**src/rtl/icgtn_bank_if.sv**
```systemverilog
// Bundles the per-channel enable controls and gated clock/status outputs of icgtn_bank.
// The bench drives through the master modport; the bank uses the slave modport.
interface icgtn_bank_if #(
  parameter int NCH    = 4,
  parameter int IDLE_W = 4
);
  logic              TE;
  logic [NCH-1:0]    E;
  logic [NCH-1:0]    AUTO;
  logic [IDLE_W-1:0] IDLE_CNT;
  logic [NCH-1:0]    Q;
  logic [NCH-1:0]    ACTIVE;
  logic              BUSY;

  modport master (output TE, E, AUTO, IDLE_CNT, input  Q, ACTIVE, BUSY);
  modport slave  (input  TE, E, AUTO, IDLE_CNT, output Q, ACTIVE, BUSY);
endinterface

```
**src/rtl/icgtn_bank.sv**
```systemverilog
// Bank of NCH negative-pulse clock gates with optional auto-idle drain; no flow control.
// Enables sampled on rising CLKN gate the low phase right after that edge.
module icgtn_bank #(
  parameter int NCH    = 4,
  parameter int IDLE_W = 4
) (
  input logic         CLKN,
  input logic         RST,
  icgtn_bank_if.slave bus
);

  typedef enum logic [1:0] {OFF, ON, DRAIN} state_t;

  state_t            state_q [NCH];
  state_t            state_d [NCH];
  logic [IDLE_W-1:0] cnt_q   [NCH];
  logic [IDLE_W-1:0] cnt_d   [NCH];
  logic [NCH-1:0]    en_q;
  logic              te_q;

  always_ff @(posedge CLKN or posedge RST) begin
    if (RST) begin
      for (int i = 0; i < NCH; i++) begin
        state_q[i] <= OFF;
        cnt_q[i]   <= '0;
        en_q[i]    <= 1'b0;
      end
      te_q <= 1'b0;
    end else begin
      for (int i = 0; i < NCH; i++) begin
        state_q[i] <= state_d[i];
        cnt_q[i]   <= cnt_d[i];
        // Enable is its own flop so Q never sees a state-decode glitch.
        en_q[i]    <= (state_d[i] != OFF);
      end
      te_q <= bus.TE;
    end
  end

  always_comb begin
    for (int i = 0; i < NCH; i++) begin
      state_d[i] = state_q[i];
      cnt_d[i]   = cnt_q[i];
      case (state_q[i])
        OFF: begin
          if (bus.E[i]) state_d[i] = ON;
        end
        ON: begin
          if (!bus.E[i]) begin
            if (bus.AUTO[i] && (bus.IDLE_CNT != '0)) begin
              state_d[i] = DRAIN;
              cnt_d[i]   = bus.IDLE_CNT - IDLE_W'(1);
            end else begin
              state_d[i] = OFF;
            end
          end
        end
        DRAIN: begin
          if (bus.E[i]) begin
            state_d[i] = ON;
            cnt_d[i]   = '0;
          end else if (cnt_q[i] == '0) begin
            state_d[i] = OFF;
          end else begin
            cnt_d[i] = cnt_q[i] - IDLE_W'(1);
          end
        end
        default: begin
          state_d[i] = OFF;
          cnt_d[i]   = '0;
        end
      endcase
    end
  end

  // Enables only change while CLKN is high, so the OR cannot chop a low pulse.
  assign bus.Q      = {NCH{CLKN}} | ~(en_q | {NCH{te_q}});
  assign bus.ACTIVE = en_q;
  assign bus.BUSY   = |en_q;

endmodule

```
**src/flat_wrapper.sv**
```systemverilog
// flat-port wrapper written by rule: the top's interface ports become plain ports
module icgtn_bank_flat 
#(
  parameter int NCH    = 4,
  parameter int IDLE_W = 4
)
  (CLKN, RST, bus_TE, bus_E, bus_AUTO, bus_IDLE_CNT, bus_Q, bus_ACTIVE, bus_BUSY);
  icgtn_bank_if #(.NCH(NCH), .IDLE_W(IDLE_W)) bus_i ();
  input logic CLKN;
  input logic RST;
  input wire logic [$bits(bus_i.TE)-1:0] bus_TE;
  input wire logic [$bits(bus_i.E)-1:0] bus_E;
  input wire logic [$bits(bus_i.AUTO)-1:0] bus_AUTO;
  input wire logic [$bits(bus_i.IDLE_CNT)-1:0] bus_IDLE_CNT;
  output wire logic [$bits(bus_i.Q)-1:0] bus_Q;
  output wire logic [$bits(bus_i.ACTIVE)-1:0] bus_ACTIVE;
  output wire logic [$bits(bus_i.BUSY)-1:0] bus_BUSY;
  assign bus_i.TE = bus_TE;
  assign bus_i.E = bus_E;
  assign bus_i.AUTO = bus_AUTO;
  assign bus_i.IDLE_CNT = bus_IDLE_CNT;
  assign bus_Q = bus_i.Q;
  assign bus_ACTIVE = bus_i.ACTIVE;
  assign bus_BUSY = bus_i.BUSY;
  icgtn_bank #(.NCH(NCH), .IDLE_W(IDLE_W)) u_core (.CLKN(CLKN), .RST(RST), .bus(bus_i));
endmodule
```
**config.mk**
```make
export PLATFORM = sky130hd
export DESIGN_NAME = icgtn_bank_flat
export DESIGN_NICKNAME = d
export VERILOG_FILES = /design/src/rtl/icgtn_bank_if.sv /design/src/rtl/icgtn_bank.sv /design/src/flat_wrapper.sv
export SDC_FILE = /design/constraint.sdc
export NUM_CORES = 1
export LEC_CHECK = 0
export ABC_CLOCK_PERIOD_IN_PS = 3100
export CAP_MARGIN = 30
export CORE_UTILIZATION = 61
export DETAILED_ROUTE_END_ITERATION = 8
export PLACE_DENSITY = 0.92
export SLEW_MARGIN = 10
export SYNTH_ARGS = -nofsm -noshare
export SYNTH_HDL_FRONTEND = slang
export SYNTH_SLANG_ARGS = --single-unit
```
**constraint.sdc**
```tcl
create_clock -name CLKN -period 3.1 [get_ports CLKN]
set_clock_uncertainty 0.15 [all_clocks]
set_input_delay 0.93 -clock CLKN [delete_from_list [all_inputs] [get_ports CLKN]]
set_output_delay 0.93 -clock CLKN [all_outputs]
set_load 0.02 [all_outputs]
```
### Word-level counts from Yosys, hierarchy flattened

Cells that the tools add are included.

* output and inout port bits: 9
* bits in registers: 29
* input port bits: 15

* muxes and demuxes: 44
* equal/unequal tests: 20
* bitwise gates (word level): 7
* add/subtract/negate cells: 5
* reductions and logical operators: 22

Operator list (number)
* $mux W4: 16
* $pmux W4 S3: 4
* $mux W2: 20
* $pmux W2 S3: 4
* $sub A4 B1 Y4 const B: 5
* $logic_not A4 Y1: 4
* $reduce_and A4 Y1: 4
* $ne A3 B3 Y1 const B: 4
* $eq A2 B1 Y1 const B: 4
* $eq A2 B2 Y1 const B: 4
* $logic_not A2 Y1: 4
* $ne A2 B1 Y1 const B: 4
* $ne A2 B2 Y1 const B: 4
* $or A4 B4 Y4: 2
* $reduce_bool A2 Y1: 4
* $logic_and A1 B1 Y1: 4
* $not A1 Y1: 4
* $not A4 Y4: 1
* $reduce_bool A4 Y1: 1
* $reduce_or A4 Y1: 1

### Depth between registers and ports, before layout

Gate-level depths: netlist of the first run.

* depth in word-level cells: 6
* mapped depth: 7
* depth with buffers taken out: 6

==> impl_metrics.ini, run 1 <==
[synthesis]
synth_cells = 220
ys_types = 48
ys_warn_count = 0
synth_area_leader_cell = dfrtp_1
synth_nets = 260
avgSynthCellArea_um2 = 9.708
synth.mux.area_fraction_pct = 3.749
synth_top_flop_cell = dfrtp_1
synth_compound_area_share_pct = 23.84
ys_ff_latch = 29
yosysTopAreaCellShare_pct = 33.98
synth_area_leaders = dfrtp_1, ha_1, inv_1
yosysSeqAreaShare_pct = 33.98
synthAdderAreaFrac_pct = 14.65
synth_top_family_by_area = compound AO/OA/AOI/OAI gates
syn_area_um2 = 2136
synth-edff-count = 0
yosys.area_share.simple_pct = 15.64
synthXorXnorAreaFrac_pct = 2.871
synthArstFlopShare_pct = 100.0

[place]
place_congestion = 0.8599
hpwl_um = 3529
portBuffers = 23
dp_slack_ns = -0.1822

[detailed_routing]
route.met3.wl_um = 338
ant_nets = 0
drc = 2
viasPerCell = 6.159
topRoutingLayerUsed = met4
wl_met1_um = 2071
vias = 1860
route.met2.wl_um = 2557
first_pass_iters = 6
routed_wl_um = 5098
routedWlPerCell_um = 16.88
drtIter0Drc = 170

[grt]
globalRouteTotalUtil_pct = 30.34
grt_max_degree = 30
overflow = 0
grt_pass1_vias = 1809
antenna_found_initial = 0
grt_pass1_wl_um = 7893

[timing]
rsz0062_at_grt = true
hold_viol_final = 0
drv_slew = 0
worst_slack_ns = -0.04248
setup_viol = 4
max_slew_margin_pct = 65.34
tightestPinTransition_ns = 0.5181

[pwr]
ir_drop_v = 0.0005938
finalPower_w = 0.002780
power.density_nw_per_um2 = 1102
p_leak_nw = 1.126

[layout]
area_delta_synth_final_pct = 18.16
finish.net_count = 296
n_antenna_cell = 0
regArea_um2 = 725.7
fillerInstances = 257
multi_input_area_um2 = 1297
layout-drive-gt1-share_pct = 12.11
final_util_pct = 75.63

[critical_path]
worstPathMaxFanout = 2
r2r-end = u_core.bus.ACTIVE[0]
worstSetupPathType = clk -> out
startpoint_type = clock port
reg2reg_slack_ns = 1.02
worst-r2r-cell-count = 6
endpoint_kind = primary output
crit_arrival_ns = 2.06
critPathRequiredTime_ns = 2.02
r2r_start = u_core.state_q[7]

[floorplanning]
num_rows = 21
dieWidth_um = 61.17
ioPinCount = 24
start_util_pct = 64.00
die-area_um2 = 3742
core-area_um2 = 3337
die_y_um = 61.17

[min_path]
min_to = u_core.cnt_q[3]
hp-class = reg -> reg
holdPathStages = 2
min_from = u_core.cnt_q[3]

[run_status]
violations = design-rule violations, negative setup slack
status = finished, violations left

[cts]
path_clk_slew_ns = 0.10
cts_tree = yes
insertion_delay_ns = 0.47
post_cts_buffers = 0

[run]
cap_violations = 0
## timing repair
item | in CTS | in global routing
hold buffers | 0 | 0
gates resized for setup | 19 | 5
hold endpoints to repair | 0 | 0
cloned | 0 | 0
endpoints found under the setup margin | 4 | 4
## area by class of cell
| cell class | count | share of cell area, % |
|---|---|---|
| flip-flops and latches | 29 | 28.76 |
| repair buffers | 22 | 8.428 |
| multi-input cells | 163 | 51.41 |
| well taps | 46 | 2.281 |
| inverters | 27 | 4.016 |
| clock buffers | 15 | 5.107 |
## cell usage in the layout (no fill, tap or decap), types with 5 or more instances in the layout
| master | count |
|---|---|
| o21ai_0 | 8 |
| o31ai_1 | 5 |
| dfrtp_1 | 29 |
| clkdlybuf4s50_1 | 19 |
| o22ai_1 | 8 |
| xor2_1 | 5 |
| mux2i_1 | 8 |
| nor3_1 | 7 |
| nand2_1 | 13 |
| ha_1 | 25 |
| nor2_1 | 18 |
| buf_4 | 5 |
| inv_1 | 27 |
| o21bai_1 | 5 |
| clkbuf_4 | 6 |
## registers in the layout (all words and copies together), names as in the netlist
name / flops
u_core.cnt_q: 16
u_core.state_q: 8
u_core.bus.ACTIVE: 4
u_core.te_q: 1
## kinds of logic (layout without fill, tap and decap cells)
logic type / after synthesis / after routing
adder cells (fa/ha/maj): 25 / 25
multiplexers: 8 / 8
flip-flops: 29 / 29
buffers and inverters: 28 / 64
XOR/XNOR: 7 / 7
AO/OA/AOI/OAI: 60 / 60
AND/OR/NAND/NOR: 63 / 63
## cell usage after synthesis, drive strengths merged (7+ instances only)
master	number
mux2i	8
ha	25
nor2	19
o21ai	8
o22ai	8
dfrtp	29
nand2	13
nor3	7
a31oi	7
inv	27
## worst max path at each step
stage	to	slack, ns	startpoint
after floorplan	bus_Q[0]	0.24	CLKN
after global placement	bus_Q[0]	-0.18	CLKN
after detailed placement	bus_Q[0]	-0.18	CLKN
after CTS	bus_Q[3]	-0.08	CLKN
after global routing	bus_Q[3]	-0.06	CLKN
final	bus_Q[3]	-0.04	CLKN
## critical path, cell delays in order
cell	delay [ns]
buf_8	0.10
buf_8	0.11
o21bai_1	0.14
buf_4	0.16
## routing by layer
metal | GRT usage, % | up-vias
met1 | 34.27 | 900
met3 | 12.82 | 18
li1 | - | 867
met5 | 0 | -
met2 | 49.07 | 75
met4 | 15.58 | 0
## report_power, final
part	total [W]	leakage, nW	internal [W]	switching, W
Clock	0.000557	0.0850	0.000285	0.000273
Sequential	0.000715	0.381	0.000543	0.000172
Combinational	0.00151	0.660	0.000672	0.000836
Total	0.00278	1.13	0.00150	0.00128
## stage by stage
| step | cell area, µm² | cells | setup TNS [ns] | hold slack [ns] |
|---|---|---|---|---|
| finish | 2524 | 302 | -0.1543 | 0.3814 |
| global placement | 2435 | 291 | -0.7289 | 0.3606 |
| global route | 2524 | 302 | -0.1859 | 0.4476 |
| detailed placement | 2435 | 291 | -0.7399 | 0.3572 |
| CTS | 2515 | 302 | -0.3019 | 0.3784 |
| floorplan | 2136 | 220 | 0 | 0.3262 |
(Power assumes the default switching activity.)
==> run 2, diff against run 1 <==
- SKIP_CTS_REPAIR_TIMING: unset -> 1
==> impl_metrics.ini, run 2 (synthesis results as in run 1) <==
[layout]
finish.net_count = 296
final_util_pct = 75.52
largest_reg_flops = 16
instances_no_fill = 302
final_common_cell = dfrtp_1
regArea_um2 = 725.7
layout-drive-gt1-share_pct = 12.11
fillerInstances = 252
largest_register = u_core.cnt_q
area_delta_synth_final_pct = 17.98
n_antenna_cell = 0
final_cell_mix = dfrtp_1, inv_1, ha_1
multi_input_area_um2 = 1297

[timing]
hold_viol_final = 0
rsz0062_at_grt = true
tns_ns = -0.1637
max_slew_margin_pct = 65.73
worst_slack_ns = -0.05257
drv_slew = 0
tightestPinTransition_ns = 0.5123
setup_viol = 4

[place]
dp_slack_ns = -0.1822
dp.cells = 291
portBuffers = 23
place_congestion = 0.8599
hpwl_um = 3529

[detailed_routing]
viasPerCell = 6.030
drc = 2
routedWlPerCell_um = 16.53
vias = 1821
ant_nets = 0
routed_wl_um = 4991
drtIter0Drc = 142
first_pass_iters = 6

[grt]
overflow = 0
grt_pass1_vias = 1798
globalRouteTotalUtil_pct = 30.43
grt_max_degree = 30
grt_pass1_wl_um = 7928
antenna_found_initial = 0

[floorplanning]
dieWidth_um = 61.17
core-area_um2 = 3337
ioPinCount = 24
die_y_um = 61.17
num_rows = 21
start_util_pct = 64.00
die-area_um2 = 3742

[critical_path]
startpoint_type = clock port
reg2reg_slack_ns = 1.02
crit_start = CLKN
worst-r2r-cell-count = 6
r2r_start = u_core.state_q[7]
critPathRequiredTime_ns = 2.02
worstSetupPathType = clk -> out
r2r-end = u_core.bus.ACTIVE[0]
worstPathMaxFanout = 2
crit_arrival_ns = 2.07
endpoint_kind = primary output

[run]
cap_violations = 0

[pwr]
p_leak_nw = 1.124
finalPower_w = 0.002757
power.density_nw_per_um2 = 1094
ir_drop_v = 0.0005712

[min_path]
hp-class = reg -> reg
min_from = u_core.cnt_q[3]
holdPathStages = 2
min_to = u_core.cnt_q[3]

[run_status]
violations = design-rule violations, negative setup slack
status = finished, violations left

[cts]
insertion_delay_ns = 0.46
cts_tree = yes
path_clk_slew_ns = 0.10
run 2: cell counts in the layout (fill, tap and decap cells not counted):
Identical to the previous run, type by type.
run 2: layer usage:
metal	up-vias	routed length (µm)	track usage, %
li1	874	-	-
met1	888	2131	34.93
met2	50	2511	49.69
met3	9	273	12.18
met4	0	74	14.29
met5	-	0	0
run 2: area by class of cell:
type | count | share of cell area [%]
multi-input cells | 163 | 51.49
well taps | 46 | 2.284
flip-flops and latches | 29 | 28.80
clock buffers | 15 | 4.965
repair buffers | 22 | 8.441
inverters | 27 | 4.022
run 2: worst max-delay path by stage:
stage,endpoint,slack (ns)
2_1_floorplan,bus_Q[0],0.24
3_3_place_gp,bus_Q[0],-0.18
3_5_place_dp,bus_Q[0],-0.18
4_1_cts,bus_Q[3],-0.48
5_1_grt,bus_Q[1],-0.07
6_report,bus_Q[1],-0.05
run 2: through the flow:
stage	area, µm²	hold WS [ns]
floorplan	2136	0.3262
global placement	2435	0.3606
detailed placement	2435	0.3572
CTS	2520	0.3784
global route	2520	0.4476
finish	2520	0.3819
run 2: worst max-delay path: stages:
cell and delay (ns):
buf_8 0.10, buf_6 0.10, o21bai_1 0.15, buf_4 0.16
run 2: where the power goes:
group	internal [W]	total, W	switching (W)
combinational	0.000671	0.00150	0.000828
sequential	0.000543	0.000713	0.000170
clock	0.000275	0.000545	0.000270
total	0.00149	0.00276	0.00127
==> run 3, diff against run 2 <==
- SKIP_LAST_GASP: unset -> 1
==> results of run 3 <==
Final layout, timing and power as in run 2 (identical DEF).
